### config.mk
export PLATFORM = sky130hd
export DESIGN_NAME = text_render_ctrl
export DESIGN_NICKNAME = d
export VERILOG_FILES = /design/src/rtl/text_pkg.sv /design/src/rtl/cursor_blink.sv /design/src/rtl/text_render_ctrl.sv
export SDC_FILE = /design/constraint.sdc
export NUM_CORES = 1
export LEC_CHECK = 0
export ABC_AREA = 0
export CAP_MARGIN = 10
export CORE_ASPECT_RATIO = 0.75
export CORE_MARGIN = 5
export CORE_UTILIZATION = 45
export DETAILED_ROUTE_END_ITERATION = 8
export MAX_ROUTING_LAYER = met4
export PLACE_DENSITY = 0.8
export SETUP_SLACK_MARGIN = 0.4
export SYNTH_ARGS = -nofsm -noshare
export SYNTH_HDL_FRONTEND = slang
export SYNTH_HIERARCHICAL = 1
export SYNTH_SLANG_ARGS = --single-unit
### constraint.sdc
create_clock -name clk -period 3.2 [get_ports clk]
set_input_delay 0.64 -clock clk [delete_from_list [all_inputs] [get_ports clk]]
set_output_delay 0.64 -clock clk [all_outputs]
set_load 0.02 [all_outputs]
### src/rtl/text_pkg.sv
// Shared constants and types for the text-mode renderer.
//   - Default geometry (columns, rows, glyph height) and blink period.
//   - Foreground/background colours and the 4:4:4 pixel type.
package text_pkg;

  typedef logic [11:0] rgb_t;

  localparam int unsigned TextColsDefault    = 80;
  localparam int unsigned TextRowsDefault    = 30;
  localparam int unsigned CharHeightDefault  = 16;
  localparam int unsigned BlinkFramesDefault = 30;

  localparam rgb_t RgbFg = 12'hFFF;
  localparam rgb_t RgbBg = 12'h000;

endpackage

### src/rtl/cursor_blink.sv
// Cursor blink generator.
//   clk      : pixel clock
//   rst      : asynchronous active-high reset
//   vsync_in : raw vertical sync; each rising edge counts one frame
//   blink_on : high while the cursor should be visible; toggles every
//              BLINK_FRAMES frames, starts high after reset
module cursor_blink
  import text_pkg::*;
#(
  parameter int unsigned BLINK_FRAMES = BlinkFramesDefault
) (
  input  logic clk,
  input  logic rst,
  input  logic vsync_in,
  output logic blink_on
);

  localparam int unsigned CntW = (BLINK_FRAMES > 2) ? $clog2(BLINK_FRAMES) : 1;

  logic            vsync_q;
  logic [CntW-1:0] cnt_q, cnt_d;
  logic            blink_q, blink_d;
  logic            vsync_rise;

  always_comb begin
    vsync_rise = vsync_in & ~vsync_q;
    cnt_d      = cnt_q;
    blink_d    = blink_q;
    if (vsync_rise) begin
      // Wrap and toggle share the same edge: one increment, one toggle.
      if (cnt_q == CntW'(BLINK_FRAMES - 1)) begin
        cnt_d   = '0;
        blink_d = ~blink_q;
      end else begin
        cnt_d = cnt_q + 1'b1;
      end
    end
  end

  always_ff @(posedge clk or posedge rst) begin
    if (rst) begin
      vsync_q <= 1'b0;
      cnt_q   <= '0;
      blink_q <= 1'b1;
    end else begin
      vsync_q <= vsync_in;
      cnt_q   <= cnt_d;
      blink_q <= blink_d;
    end
  end

  assign blink_on = blink_q;

endmodule

### src/rtl/text_render_ctrl.sv
// Text-mode pixel renderer: four-stage pipeline from VGA timing to colour.
//   hcount/vcount, *_in strobes : VGA timing inputs
//   vram_addr  -> vram_data     : external text buffer (data one cycle later)
//   char_address -> data_rom    : external glyph ROM (combinational)
//   cursor_col/row/en           : cursor cell and enable
//   rgb, *_out strobes          : pixel colour and strobes, 4 cycles after input
module text_render_ctrl
  import text_pkg::*;
#(
  parameter int unsigned TEXT_COLS    = TextColsDefault,
  parameter int unsigned TEXT_ROWS    = TextRowsDefault,
  parameter int unsigned CHAR_HEIGHT  = CharHeightDefault,
  parameter int unsigned BLINK_FRAMES = BlinkFramesDefault
) (
  input  logic        clk,
  input  logic        rst,
  input  logic [10:0] hcount,
  input  logic [10:0] vcount,
  input  logic        hsync_in,
  input  logic        vsync_in,
  input  logic        blank_in,
  output logic [11:0] vram_addr,
  input  logic [7:0]  vram_data,
  output logic [11:0] char_address,
  input  logic [7:0]  data_rom,
  input  logic [6:0]  cursor_col,
  input  logic [4:0]  cursor_row,
  input  logic        cursor_en,
  output logic [11:0] rgb,
  output logic        hsync_out,
  output logic        vsync_out,
  output logic        blank_out
);

  localparam int unsigned RowShift       = $clog2(CHAR_HEIGHT);
  localparam logic [3:0]  CursorFirstRow = 4'(CHAR_HEIGHT - 2);

  logic blink_on;

  cursor_blink #(
    .BLINK_FRAMES(BLINK_FRAMES)
  ) u_blink (
    .clk     (clk),
    .rst     (rst),
    .vsync_in(vsync_in),
    .blink_on(blink_on)
  );

  // Stage 0 combinational
  logic [7:0]  col_w;
  logic [10:0] row_w;
  logic [11:0] vram_addr_d;
  logic        in_range_d, match_d;

  // Pipeline registers; sync_* is {hsync, vsync, blank}
  logic [11:0] vram_addr_q;
  logic [2:0]  pix_s0_q, pix_s1_q, pix_s2_q;
  logic [3:0]  glyph_s0_q, glyph_s1_q;
  logic        in_range_s0_q, in_range_s1_q, in_range_s2_q;
  logic        match_s0_q, match_s1_q;
  logic [2:0]  sync_s0_q, sync_s1_q, sync_s2_q;
  logic [11:0] char_address_q;
  logic [7:0]  rom_q;
  logic        hit_d, hit_s2_q;
  rgb_t        rgb_d, rgb_q;
  logic        pix_bit;
  logic        hsync_out_q, vsync_out_q, blank_out_q;

  always_comb begin
    col_w      = hcount[10:3];
    row_w      = vcount >> RowShift;
    // Widened so the multiply cannot wrap before the final 12-bit truncation.
    vram_addr_d = 12'(16'(row_w) * 16'(TEXT_COLS) + 16'(col_w));
    in_range_d = (32'(col_w) < TEXT_COLS) && (32'(row_w) < TEXT_ROWS);
    match_d    = cursor_en && (col_w == {1'b0, cursor_col}) && (row_w == {6'b0, cursor_row});
  end

  always_comb begin
    hit_d   = match_s1_q && (glyph_s1_q >= CursorFirstRow) && blink_on;
    pix_bit = rom_q[3'd7 - pix_s2_q] ^ hit_s2_q;
    if (sync_s2_q[0]) begin
      rgb_d = 12'h000;
    end else if (!in_range_s2_q) begin
      rgb_d = RgbBg;
    end else begin
      rgb_d = pix_bit ? RgbFg : RgbBg;
    end
  end

  always_ff @(posedge clk or posedge rst) begin
    if (rst) begin
      vram_addr_q    <= '0;
      pix_s0_q       <= '0;
      glyph_s0_q     <= '0;
      in_range_s0_q  <= 1'b0;
      match_s0_q     <= 1'b0;
      sync_s0_q      <= '0;
      char_address_q <= '0;
      pix_s1_q       <= '0;
      glyph_s1_q     <= '0;
      in_range_s1_q  <= 1'b0;
      match_s1_q     <= 1'b0;
      sync_s1_q      <= '0;
      rom_q          <= '0;
      pix_s2_q       <= '0;
      in_range_s2_q  <= 1'b0;
      hit_s2_q       <= 1'b0;
      sync_s2_q      <= '0;
      rgb_q          <= '0;
      hsync_out_q    <= 1'b0;
      vsync_out_q    <= 1'b0;
      blank_out_q    <= 1'b1;
    end else begin
      // Stage 0: address and cell attributes
      vram_addr_q    <= vram_addr_d;
      pix_s0_q       <= hcount[2:0];
      glyph_s0_q     <= vcount[3:0];
      in_range_s0_q  <= in_range_d;
      match_s0_q     <= match_d;
      sync_s0_q      <= {hsync_in, vsync_in, blank_in};
      // Stage 1: glyph ROM address from character code
      char_address_q <= {vram_data, glyph_s0_q};
      pix_s1_q       <= pix_s0_q;
      glyph_s1_q     <= glyph_s0_q;
      in_range_s1_q  <= in_range_s0_q;
      match_s1_q     <= match_s0_q;
      sync_s1_q      <= sync_s0_q;
      // Stage 2: glyph row and cursor hit
      rom_q          <= data_rom;
      pix_s2_q       <= pix_s1_q;
      in_range_s2_q  <= in_range_s1_q;
      hit_s2_q       <= hit_d;
      sync_s2_q      <= sync_s1_q;
      // Stage 3: colour and strobes
      rgb_q          <= rgb_d;
      hsync_out_q    <= sync_s2_q[2];
      vsync_out_q    <= sync_s2_q[1];
      blank_out_q    <= sync_s2_q[0];
    end
  end

  assign vram_addr    = vram_addr_q;
  assign char_address = char_address_q;
  assign rgb          = rgb_q;
  assign hsync_out    = hsync_out_q;
  assign vsync_out    = vsync_out_q;
  assign blank_out    = blank_out_q;

endmodule

# Yosys cells after proc, flatten, opt, wreduce, memory -nomap -nowiden

Cells that the tools add are included.
W data, S select, Z words.

Input port bits: 56
Flip-flop bits (word level): 86
Logic and storage cells: 51
Bits in read-only memories: 0
Memories: 0
Memory bits (writable): 0
Latch bits: 0
Output and inout bits: 39

Reduce and logical (&&, ||, !) cells: 6
Multiplexer cells: 6
Multiply operators: 1
Add/sub/neg operators: 3
$lt $le $gt $ge: 4
Bitwise operators: 4
Divide/modulo/power cells: 0
Shift-type cells: 0
Eq/ne operators: 3

Operators with widths:

| cell                  | number |
|---|---|
| $mux W12              | 3 |
| $add A12 B8 Y12       | 1 |
| $eq A8 B7 Y1          | 1 |
| $lt A8 B7 Y1 const B  | 1 |
| $mul A7 B3 Y8 const B | 1 |
| $eq A7 B5 Y1          | 1 |
| $lt A7 B5 Y1 const B  | 1 |
| $add A5 B1 Y5 const B | 1 |
| $eq A5 B5 Y1 const B  | 1 |
| $logic_and A1 B1 Y1   | 5 |
| $mux W5               | 1 |
| $ge A4 B4 Y1 const B  | 1 |
| $lt A3 B4 Y1 const B  | 1 |
| $bmux W1 S3           | 1 |
| $sub A3 B3 Y3 const A | 1 |
| $not A1 Y1            | 2 |
| $reduce_and A2 Y1     | 1 |
| $and A1 B1 Y1         | 1 |
| $mux W1               | 1 |
| $xor A1 B1 Y1         | 1 |

# Logic depth before layout (Yosys ltp)

Gate-level depths: netlist (run 1).

Word-level depth: 7
Gate-level depth with buffers: 7
Mapped depth without buffers: 7

# Hierarchy

Netlist (run 1), hierarchy kept.

Modules (own cells, without submodules):

| module           | cells each | seq. area each (sq um) | times used | area each (sq um) |
|---|---|---|---|---|
| text_render_ctrl | 154        | 1,602.8                | 1          | 2,353.5 |
| cursor_blink     | 35         | 176.4                  | 1          | 346.6 |

# Worst setup path before layout (run 1)

No wires, ideal clock.

Path kind: input port to flip-flop
From: in vcount[5]
To: reg vram_addr_q[11] (netlist: vram_addr[11])
Arrival time: 2.202 ns
Setup time: 0.128 ns
Stages on the path: 7
Slack: 0.870 ns
Required time: 3.072 ns
Buffers on the path: 0
Cells stage by stage: ha_1 -> ha_1 -> fa_1 -> xor2_1 -> nand2_1 -> nor4b_2 -> xnor2_1

Word-level cells in the longest chain between the ends: 2

Ends and longest elaborated chain:

| what                      | RTL line                | source |
|---|---|---|
| start, declared           | text_render_ctrl.sv:18  | `input logic [10:0] vcount,` |
| $mul A7 B3 Y8             | text_render_ctrl.sv:73  | `vram_addr_d = 12'(16'(row_w) * 16'(TEXT_COLS) + 16'(col_w));` |
| $add A12 B8 Y12           | text_render_ctrl.sv:73  |  |
| named net vram_addr_d[11] | text_render_ctrl.sv:52  | `logic [11:0] vram_addr_d;` |
| end signal, assigned      | text_render_ctrl.sv:115 | `vram_addr_q <= vram_addr_d;` |
| end, declared             | text_render_ctrl.sv:56  | `logic [11:0] vram_addr_q;` |

The timed path passes the listed nets, and every way through them passes these cells.
A chain may end at the register's enable or synchronous reset.

# Worst setup path after layout (run 1)

From: in vcount[7]
To: reg vram_addr_q[11] (netlist: vram_addr[11])

Same word-level chain as after synthesis.

==> results.py, run 1 <==
metrics = {
    "run_status": {
        "outcome": "completed",
    },
    "place": {
        "post-dp-hpwl_microns": 4270,
        "post_dp_cell_area_sq_um": 3680,
        "routabilityCongestion": 0.825,
        "io_buffer_count": 94,
    },
    "cts": {
        "h-tree-depth": 3,
        "post_cts_resized": 0,
        "cts_root_buf": "clkbuf_8",
        "cts_tree": "yes",
        "clk_pin_slew_worst_paths_ps": 80,
        "cts_setup_buffers": 0,
        "cts_buffer_depth": 2,
        "ctsHoldBuffers": 0,
        "cts_num_sinks": 71,
        "insertion_delay_ps": 340,
        "cts-buffers-inserted": 9,
    },
    "synth": {
        "synthMuxAreaShare": 0.0232,
        "synth_area_sq_um": 2700,
        "ys_ff_latch": 71,
        "synth_nets": 262,
        "synth_compound_area_frac": 0.0473,
        "synth-simple-area-share": 0.0672,
        "synth_adder_area_share": 0.0843,
        "synthDominantCellAreaShare": 0.639,
        "syn_inst": 189,
        "postSynthAreaPerCell_sq_um": 14.3,
        "netlist_top_cells_area": "dfrtp_1 64%, ha_1 7.0%, xnor2_1 6.2%",
        "ys_warn_count": 6,
        "synthXorXnorAreaFrac": 0.0746,
        "synthArstFlopShare": 1.00,
        "yosysTopAreaCell": "dfrtp_1",
        "synth_cell_type_count": 34,
        "synth_edf_count": 0,
        "synth_top_family_by_area": "adder cells",
        "seq_area_frac_synth": 0.659,
        "synth_ff_type": "dfrtp_1",
    },
    "global_route": {
        "overflow": 0,
        "grt_pass1_vias": 1954,
        "grt_pass1_wl_microns": 9030,
        "grt_max_degree": 54,
        "antenna_found_initial": 0,
        "grtUsageTotal": 0.159,
    },
    "power_and_ir_drop": {
        "peakVddDrop_mv": 0.330,
        "leakagePower_nw": 1.72,
        "p_per_area_nw_per_um2": 594,
    },
    "setup_path": {
        "worst_ep_arrival_time_ps": 2880,
        "cp-end-kind": "flop",
        "start_kind": "input port",
        "startpoint": "vcount[7]",
        "worstPathRequired_ps": 3420,
        "r2r_end": "rgb[10]",
        "regToRegSetupSlack_ps": 1730,
        "ff2ff_path_depth": 4,
        "r2r_start": "pix_s2_q[0]",
        "crit_type": "in -> reg",
        "path_max_fanout": 4,
    },
    "hold_path": {
        "min_from": "sync_s0_q[0]",
        "hp-class": "reg -> reg",
        "hold_depth": 0,
        "hold_end": "sync_s1_q[0]",
    },
    "finish": {
        "final_net_count": 358,
        "num_antenna_cells": 0,
        "final_common_cell": "clkdlybuf4s50_1",
        "layout-drive-gt1-share": 0.0793,
        "area_growth_pct": 45.7,
        "stdcell_area_sq_um": 3940,
        "final_cell_mix": "94 x clkdlybuf4s50_1, 69 x dfrtp_1, 19 x xnor2_1",
        "post-route-util": 0.675,
    },
    "timing": {
        "whs_ps": 346,
        "rsz0062_at_grt": "no",
        "slew_violations": 0,
        "post-route-min-period_ps": 2660,
        "hold_violations": 0,
        "finalCritPeriodShare": 0.832,
        "tns_ps": 0,
        "slew_headroom": 0.705,
        "setup_viol_count_final": 0,
        "fmax_mhz": 376,
        "fin_worst_skew_ps": 5.72,
        "timing_worst_slew_pin_value_ps": 438,
    },
    "route": {
        "drc_errors": 0,
        "via_per_inst": 4.74,
        "drt_iter0_drc": 33,
        "ant_nets": 0,
        "firstDrtPassIters": 4,
        "route.vias.total": 1744,
        "routedWlPerCell_microns": 14.3,
        "wl_microns": 5270,
    },
    "floorplanning": {
        "core_region_area_sq_um": 5830,
        "die_w_microns": 99.4,
        "num_rows": 24,
        "die_h_microns": 77.1,
        "initial_core_util": 0.463,
        "ios": 95,
        "dieArea_sq_um": 7670,
    },
    "flow_run": {
        "cap_viol_max_count": 0,
    },
}
cell type report:
cell class                 count  area, sq um
inverter                      10         37.5
multi-input combinational     97          801
fill                         443         1890
clock inverter                 7          128
tap                           78         97.6
clock buffer                   9          124
timing repair buffer          96          968
sequential                    71         1780
worst max-delay path by stage:
stage and endpoint:
3_5_place_dp vram_addr[11], 2_1_floorplan vram_addr[11], 6_report vram_addr[11], 3_3_place_gp vram_addr[11], 5_1_grt vram_addr[11], 4_1_cts vram_addr[11]
synthesized netlist by cell type, types with 2 or more instances:
library cell  count
xnor2_1          19
fa_1              2
nand2_1           9
nor2_1            3
dfrtp_1          69
nand2b_1          2
xor2_1            4
ha_1             15
nand3_1           2
mux4_1            2
a21o_1            2
dfstp_2           2
buf_4            11
a21oi_1           6
o21ai_0           7
nand4_1           6
o21ai_1           2
inv_1            10
per-layer routing:
metal | routed length (microns) | GRT usage
met5 | 0 | -
met4 | 97 | 0.0723
met3 | 404 | 0.0562
met2 | 2770 | 0.271
met1 | 1990 | 0.166
metrics by stage:
step / total power [mW] / cells / worst slack [ps]
global placement: 1.47 / 352 / 285
detailed placement: 1.49 / 352 / 137
global route: 2.46 / 368 / 431
CTS: 2.37 / 368 / 525
floorplan: 1.27 / 189 / 870
finish: 2.34 / 368 / 537
power by group:
part / switching [mW] / internal [mW]
clock: 0.342 / 0.528
sequential: 0.0546 / 0.985
combinational: 0.200 / 0.227
registers in the layout (all words and copies together), names as in the netlist, 4 cells and up:
signal and count:
vram_addr 12, u_blink/cnt_q 5, glyph_s0_q 4, rom_q 8, char_address 12
kinds of logic (layout without fill, tap and decap cells):
logic type | count (synthesis) | after routing
flip-flops | 71 | 71
AND/OR/NAND/NOR | 32 | 32
XOR/XNOR | 23 | 23
AO/OA/AOI/OAI | 22 | 22
buffers and inverters | 21 | 122
adder cells (fa/ha/maj) | 17 | 17
multiplexers | 3 | 3
worst max-delay path, stage by stage:
cell and delay [ps]:
clkdlybuf4s50_1 570, ha_1 280, ha_1 230, fa_1 400, xor2_1 230, nand2_1 110
nor4b_2 310, xnor2_1 110
(Power assumes the default switching activity.)
==> inputs of run 2 (changes only) <==
- CORE_UTILIZATION: 45 -> 40
- PLACE_DENSITY: 0.8 -> 0.75
- clock period: 3.2 -> 2.1 ns (I/O delays scaled with it)
==> run 2 against run 1 <==
Effect of this change: sequential share of layout area is 2.6 points lower; cell count is 6.0% higher; die area is 11% higher; via count is 3.7% higher; count of clock-buffer cells in the layout stayed put; register-to-register slack worse by 1100 ps; flip-flop and latch count stayed put; largest cell class unchanged.
==> results.py, run 2 (synthesis results as in run 1) <==
metrics = {
    "setup_path": {
        "worstPathRequired_ps": 2320,
        "start_kind": "input port",
        "path_max_fanout": 4,
        "cp-end-kind": "flop",
        "worst_ep_arrival_time_ps": 1910,
        "crit_type": "in -> reg",
    },
    "global_route": {
        "overflow": 0,
        "antenna_found_initial": 0,
        "grtUsageTotal": 0.149,
        "grt_pass1_vias": 2017,
        "grt_pass1_wl_microns": 9320,
        "grt_max_degree": 22,
    },
    "timing": {
        "post-route-min-period_ps": 1690,
        "fin_worst_skew_ps": 7.10,
        "slew_violations": 0,
        "fmax_mhz": 592,
        "tns_ps": 0,
        "rsz0062_at_grt": "yes",
        "setup_viol_count_final": 0,
        "slew_headroom": 0.725,
        "timing_worst_slew_pin_value_ps": 411,
        "fin_ws_ps": 410,
        "hold_violations": 0,
        "finalCritPeriodShare": 0.805,
    },
    "finish": {
        "final_cell_mix": "68 x dfrtp_1, 46 x clkdlybuf4s50_1, 41 x dlygate4sd2_1",
        "layout-drive-gt1-share": 0.214,
        "num_antenna_cells": 0,
        "final_common_cell": "dfrtp_1",
        "stdcell_area_sq_um": 4180,
        "final_net_count": 377,
        "area_growth_pct": 54.7,
    },
    "floorplanning": {
        "die_h_microns": 81.2,
        "dieArea_sq_um": 8510,
        "initial_core_util": 0.419,
        "core_region_area_sq_um": 6440,
        "ios": 95,
        "die_w_microns": 105,
        "num_rows": 25,
    },
    "route": {
        "wl_microns": 5640,
        "via_per_inst": 4.64,
        "routedWlPerCell_microns": 14.4,
        "ant_nets": 0,
        "drc_errors": 0,
        "firstDrtPassIters": 4,
        "route.vias.total": 1809,
        "drt_iter0_drc": 53,
    },
    "cts": {
        "cts-buffers-inserted": 9,
        "cts_num_sinks": 71,
        "cts_root_buf": "clkbuf_8",
        "cts_tree": "yes",
        "h-tree-depth": 3,
        "clk_pin_slew_worst_paths_ps": 70,
        "cts_buffer_depth": 2,
        "ctsHoldBuffers": 0,
        "insertion_delay_ps": 340,
    },
    "flow_run": {
        "cap_viol_max_count": 0,
    },
    "place": {
        "io_buffer_count": 94,
        "pre_cts_ws_ps": -379,
        "routabilityCongestion": 0.886,
        "post_dp_cell_area_sq_um": 3910,
        "post-dp-hpwl_microns": 4430,
    },
    "power_and_ir_drop": {
        "p_per_area_nw_per_um2": 869,
        "power_mw": 3.63,
        "leakagePower_nw": 1.92,
        "peakVddDrop_mv": 0.508,
    },
    "run_status": {
        "outcome": "completed",
    },
    "hold_path": {
        "hp-class": "reg -> reg",
    },
}
run 2: cell types whose count changed in the layout (fill, tap and decap cells not counted), moves of 3 or more:
| cell | before | now |
|---|---|---|
| buf_4 | 1 | 18 |
| buf_2 | 0 | 3 |
| dlygate4sd2_1 | 0 | 41 |
| a21oi_1 | 6 | 3 |
| ha_4 | 0 | 6 |
| buf_6 | 0 | 3 |
| ha_1 | 15 | 8 |
| clkdlybuf4s50_1 | 94 | 46 |
run 2: cell type report:
type,count,area [sq um]
clock inverter,7,128
tap,81,101
multi-input combinational,97,942
sequential,71,1780
clock buffer,9,124
inverter,10,41.3
fill,521,2270
timing repair buffer,115,1060
run 2: stage by stage:
stage	util	instances	hold WS, ps
global placement	0.606	373	332
CTS	0.642	390	347
detailed placement	0.606	373	335
finish	0.648	390	346
global route	0.648	390	354
floorplan	-	189	223
run 2: path summary, 6_finish.rpt:
kind / from / end / slack [ps] / cells past startpoint
max: vcount[9] / vram_addr[10] / 410 / 7
min: in_range_s0_q / in_range_s1_q / 350 / 0
max reg2reg: pix_s2_q[0] / rgb[10] / 620 / 4
min reg2reg: in_range_s0_q / in_range_s1_q / 350 / 0
max in group asynchronous: rst / rom_q[0] / 1120 / 3
min in group asynchronous: rst / u_blink/vsync_q / 400 / 2
run 2: routing by layer:
layer,track usage,up-vias,wire length [microns]
li1,-,859,-
met1,0.170,858,2400
met2,0.238,82,2690
met3,0.0635,10,453
met4,0.0498,0,95
met5,-,-,0
run 2: critical path: stages:
cell             delay, ps
clkdlybuf4s15_1        220
ha_4                   240
ha_4                   300
nand3_2                 90
and3_4                 190
or2_2                  300
xnor2_2                140
run 2: timing repair:
action / in CTS / in global routing
setup buffers: 1 / 0
gates resized for setup: 71 / 12
endpoints found under the setup margin: 44 / 2
gates cloned: 0 / 0
pin swaps: 12 / 9
run 2: power breakdown:
part	leakage, nW	internal, mW	switching, mW
combinational	0.955	0.373	0.343
sequential	0.842	1.50	0.0857
clock	0.126	0.805	0.523
==> inputs of run 3 (changes only) <==
- CORE_UTILIZATION: 40 -> 44
- PLACE_DENSITY: 0.75 -> 0.78
- clock period: 2.1 -> 1.8 ns (I/O delays scaled with it)
==> run 3 against run 2 <==
Effect of this change: clock power grew 5%; sequential share of layout area is 1.2 points lower; wire length increased by 2.6%; highest routed layer unchanged.
==> results.py, run 3 (synthesis results as in run 1) <==
metrics = {
    "floorplanning": {
        "core_region_area_sq_um": 5890,
        "dieArea_sq_um": 7820,
        "initial_core_util": 0.459,
        "die_h_microns": 77.8,
        "die_w_microns": 100,
        "num_rows": 24,
        "ios": 95,
    },
    "run_status": {
        "outcome": "completed",
    },
    "power_and_ir_drop": {
        "leakagePower_nw": 1.90,
        "power_frac_seq": 0.446,
        "p_sw_frac": 0.262,
        "power_mw": 4.14,
        "p_int_mw": 3.06,
        "power.share.clock": 0.336,
        "combPwrFrac": 0.218,
        "p_per_area_nw_per_um2": 964,
        "peakVddDrop_mv": 0.512,
        "power_switching_mw": 1.09,
    },
    "place": {
        "routabilityCongestion": 0.809,
        "post_dp_cell_area_sq_um": 3940,
        "pre_cts_ws_ps": -640,
        "io_buffer_count": 94,
        "dp.cells": 368,
        "post-dp-hpwl_microns": 4360,
    },
    "flow_run": {
        "cap_viol_max_count": 0,
    },
    "cts": {
        "h-tree-depth": 3,
        "ctsHoldBuffers": 0,
        "cts_buffer_depth": 2,
        "cts-buffers-inserted": 9,
        "cts_root_buf": "clkbuf_8",
        "clk_pin_slew_worst_paths_ps": 80,
        "cts_num_sinks": 71,
        "insertion_delay_ps": 330,
        "cts_tree": "yes",
    },
    "timing": {
        "post-route-min-period_ps": 1610,
        "rsz0062_at_grt": "yes",
        "fin_ws_ps": 194,
        "slew_violations": 0,
        "timing_worst_slew_pin_value_ps": 418,
        "fmax_mhz": 623,
        "hold_violations": 0,
        "setup_viol_count_final": 0,
        "finalCritPeriodShare": 0.892,
        "slew_headroom": 0.721,
        "whs_ps": 340,
        "fin_worst_skew_ps": 7.41,
    },
    "setup_path": {
        "start_kind": "input port",
        "crit_top_cell": "ha_4",
        "r2r_start": "pix_s2_q[0]",
        "crit_family": "adder cells",
        "critPathMaxStageDelay_ps": 550,
        "startpoint": "vcount[7]",
        "crit_type": "in -> reg",
        "worst_ep_arrival_time_ps": 1870,
        "worstPathRequired_ps": 2060,
        "path_cells": "buf_8 -> ha_4 -> ha_4 -> fa_2 -> nand2_2 -> buf_4 -> a21oi_4 -> xnor2_2",
        "crit_path_top_delay_cell": "fa_2",
        "worst-path-buf-inv": 2,
        "path_max_fanout": 2,
        "cp-end-kind": "flop",
    },
    "route": {
        "drt_iter0_drc": 35,
        "wl_microns": 5780,
        "via_per_inst": 4.62,
        "ant_nets": 0,
        "firstDrtPassIters": 5,
        "drc_errors": 0,
        "routedWlPerCell_microns": 14.7,
        "route.vias.total": 1811,
    },
    "finish": {
        "final_common_cell": "dfrtp_1",
        "layout-drive-gt1-share": 0.306,
        "fillers": 415,
        "area_growth_pct": 59.1,
        "final_cell_mix": "68 x dfrtp_1, 44 x clkdlybuf4s50_1, 19 x buf_6",
        "finalNonFillerCells": 392,
        "num_antenna_cells": 0,
        "stdcell_area_sq_um": 4300,
        "final_net_count": 382,
    },
    "global_route": {
        "grt_pass1_wl_microns": 9460,
        "antenna_found_initial": 0,
        "grtUsageTotal": 0.163,
        "overflow": 0,
        "grt_pass1_vias": 2021,
        "grt_max_degree": 27,
    },
    "hold_path": {
        "min_from": "pix_s0_q[1]",
        "hp-class": "reg -> reg",
    },
}
run 3: timing repair:
item,in CTS,in global routing
pin swaps,10,6
resized for setup,157,37
setup endpoints to repair,48,34
buffers inserted,5,3
run 3: worst register-to-register path, stage by stage (launching register included):
cell and delay (ps):
dfrtp_1 400, mux4_2 510, mux2i_1 190, xor2_1 100, nor3b_1 180
run 3: worst paths after layout:
kind,to,slack [ps],cells after the start
setup / recovery,vram_addr[10],190,8
hold / removal,pix_s1_q[1],340,0
setup reg to reg,rgb[10],340,4
hold reg to reg,pix_s1_q[1],340,0
max in group asynchronous,char_address[2],940,3
min in group asynchronous,u_blink/cnt_q[3],350,2
run 3: stage by stage:
step                       util  setup TNS [ps]
after floorplan               -           -25.5
after global placement    0.669           -2480
after detailed placement  0.669           -2660
after CTS                 0.714               0
after global routing      0.730               0
final                     0.730               0
run 3: cell type report:
class                   instances  area, sq um  area share
flip-flops and latches         71         1780       0.414
repair buffers                120         1160       0.269
multi-input cells              97          997       0.232
clock buffers                  11          141      0.0329
well taps                      78         97.6      0.0227
clock inverters                 5         81.3      0.0189
inverters                      10         41.3     0.00961
run 3: power groups by stage:
| stage | combinational [mW] | sequential, mW | clock [mW] |
|---|---|---|---|
| 5_1_grt | 0.986 | 1.87 | 1.51 |
| 4_1_cts | 0.851 | 1.85 | 1.43 |
| 3_5_place_dp | 0.870 | 1.88 | 0 |
| 6_report | 0.904 | 1.85 | 1.39 |
| 3_3_place_gp | 0.853 | 1.87 | 0 |
| 2_1_floorplan | 0.351 | 1.95 | 0 |
run 3: metal layers:
layer / track usage / part of all wire / vias up
li1: - / - / 867
met1: 0.179 / 0.40 / 866
met2: 0.280 / 0.53 / 76
met3: 0.0511 / 0.066 / 2
met4: 0.0579 / 0.0066 / 0
met5: - / 0 / -
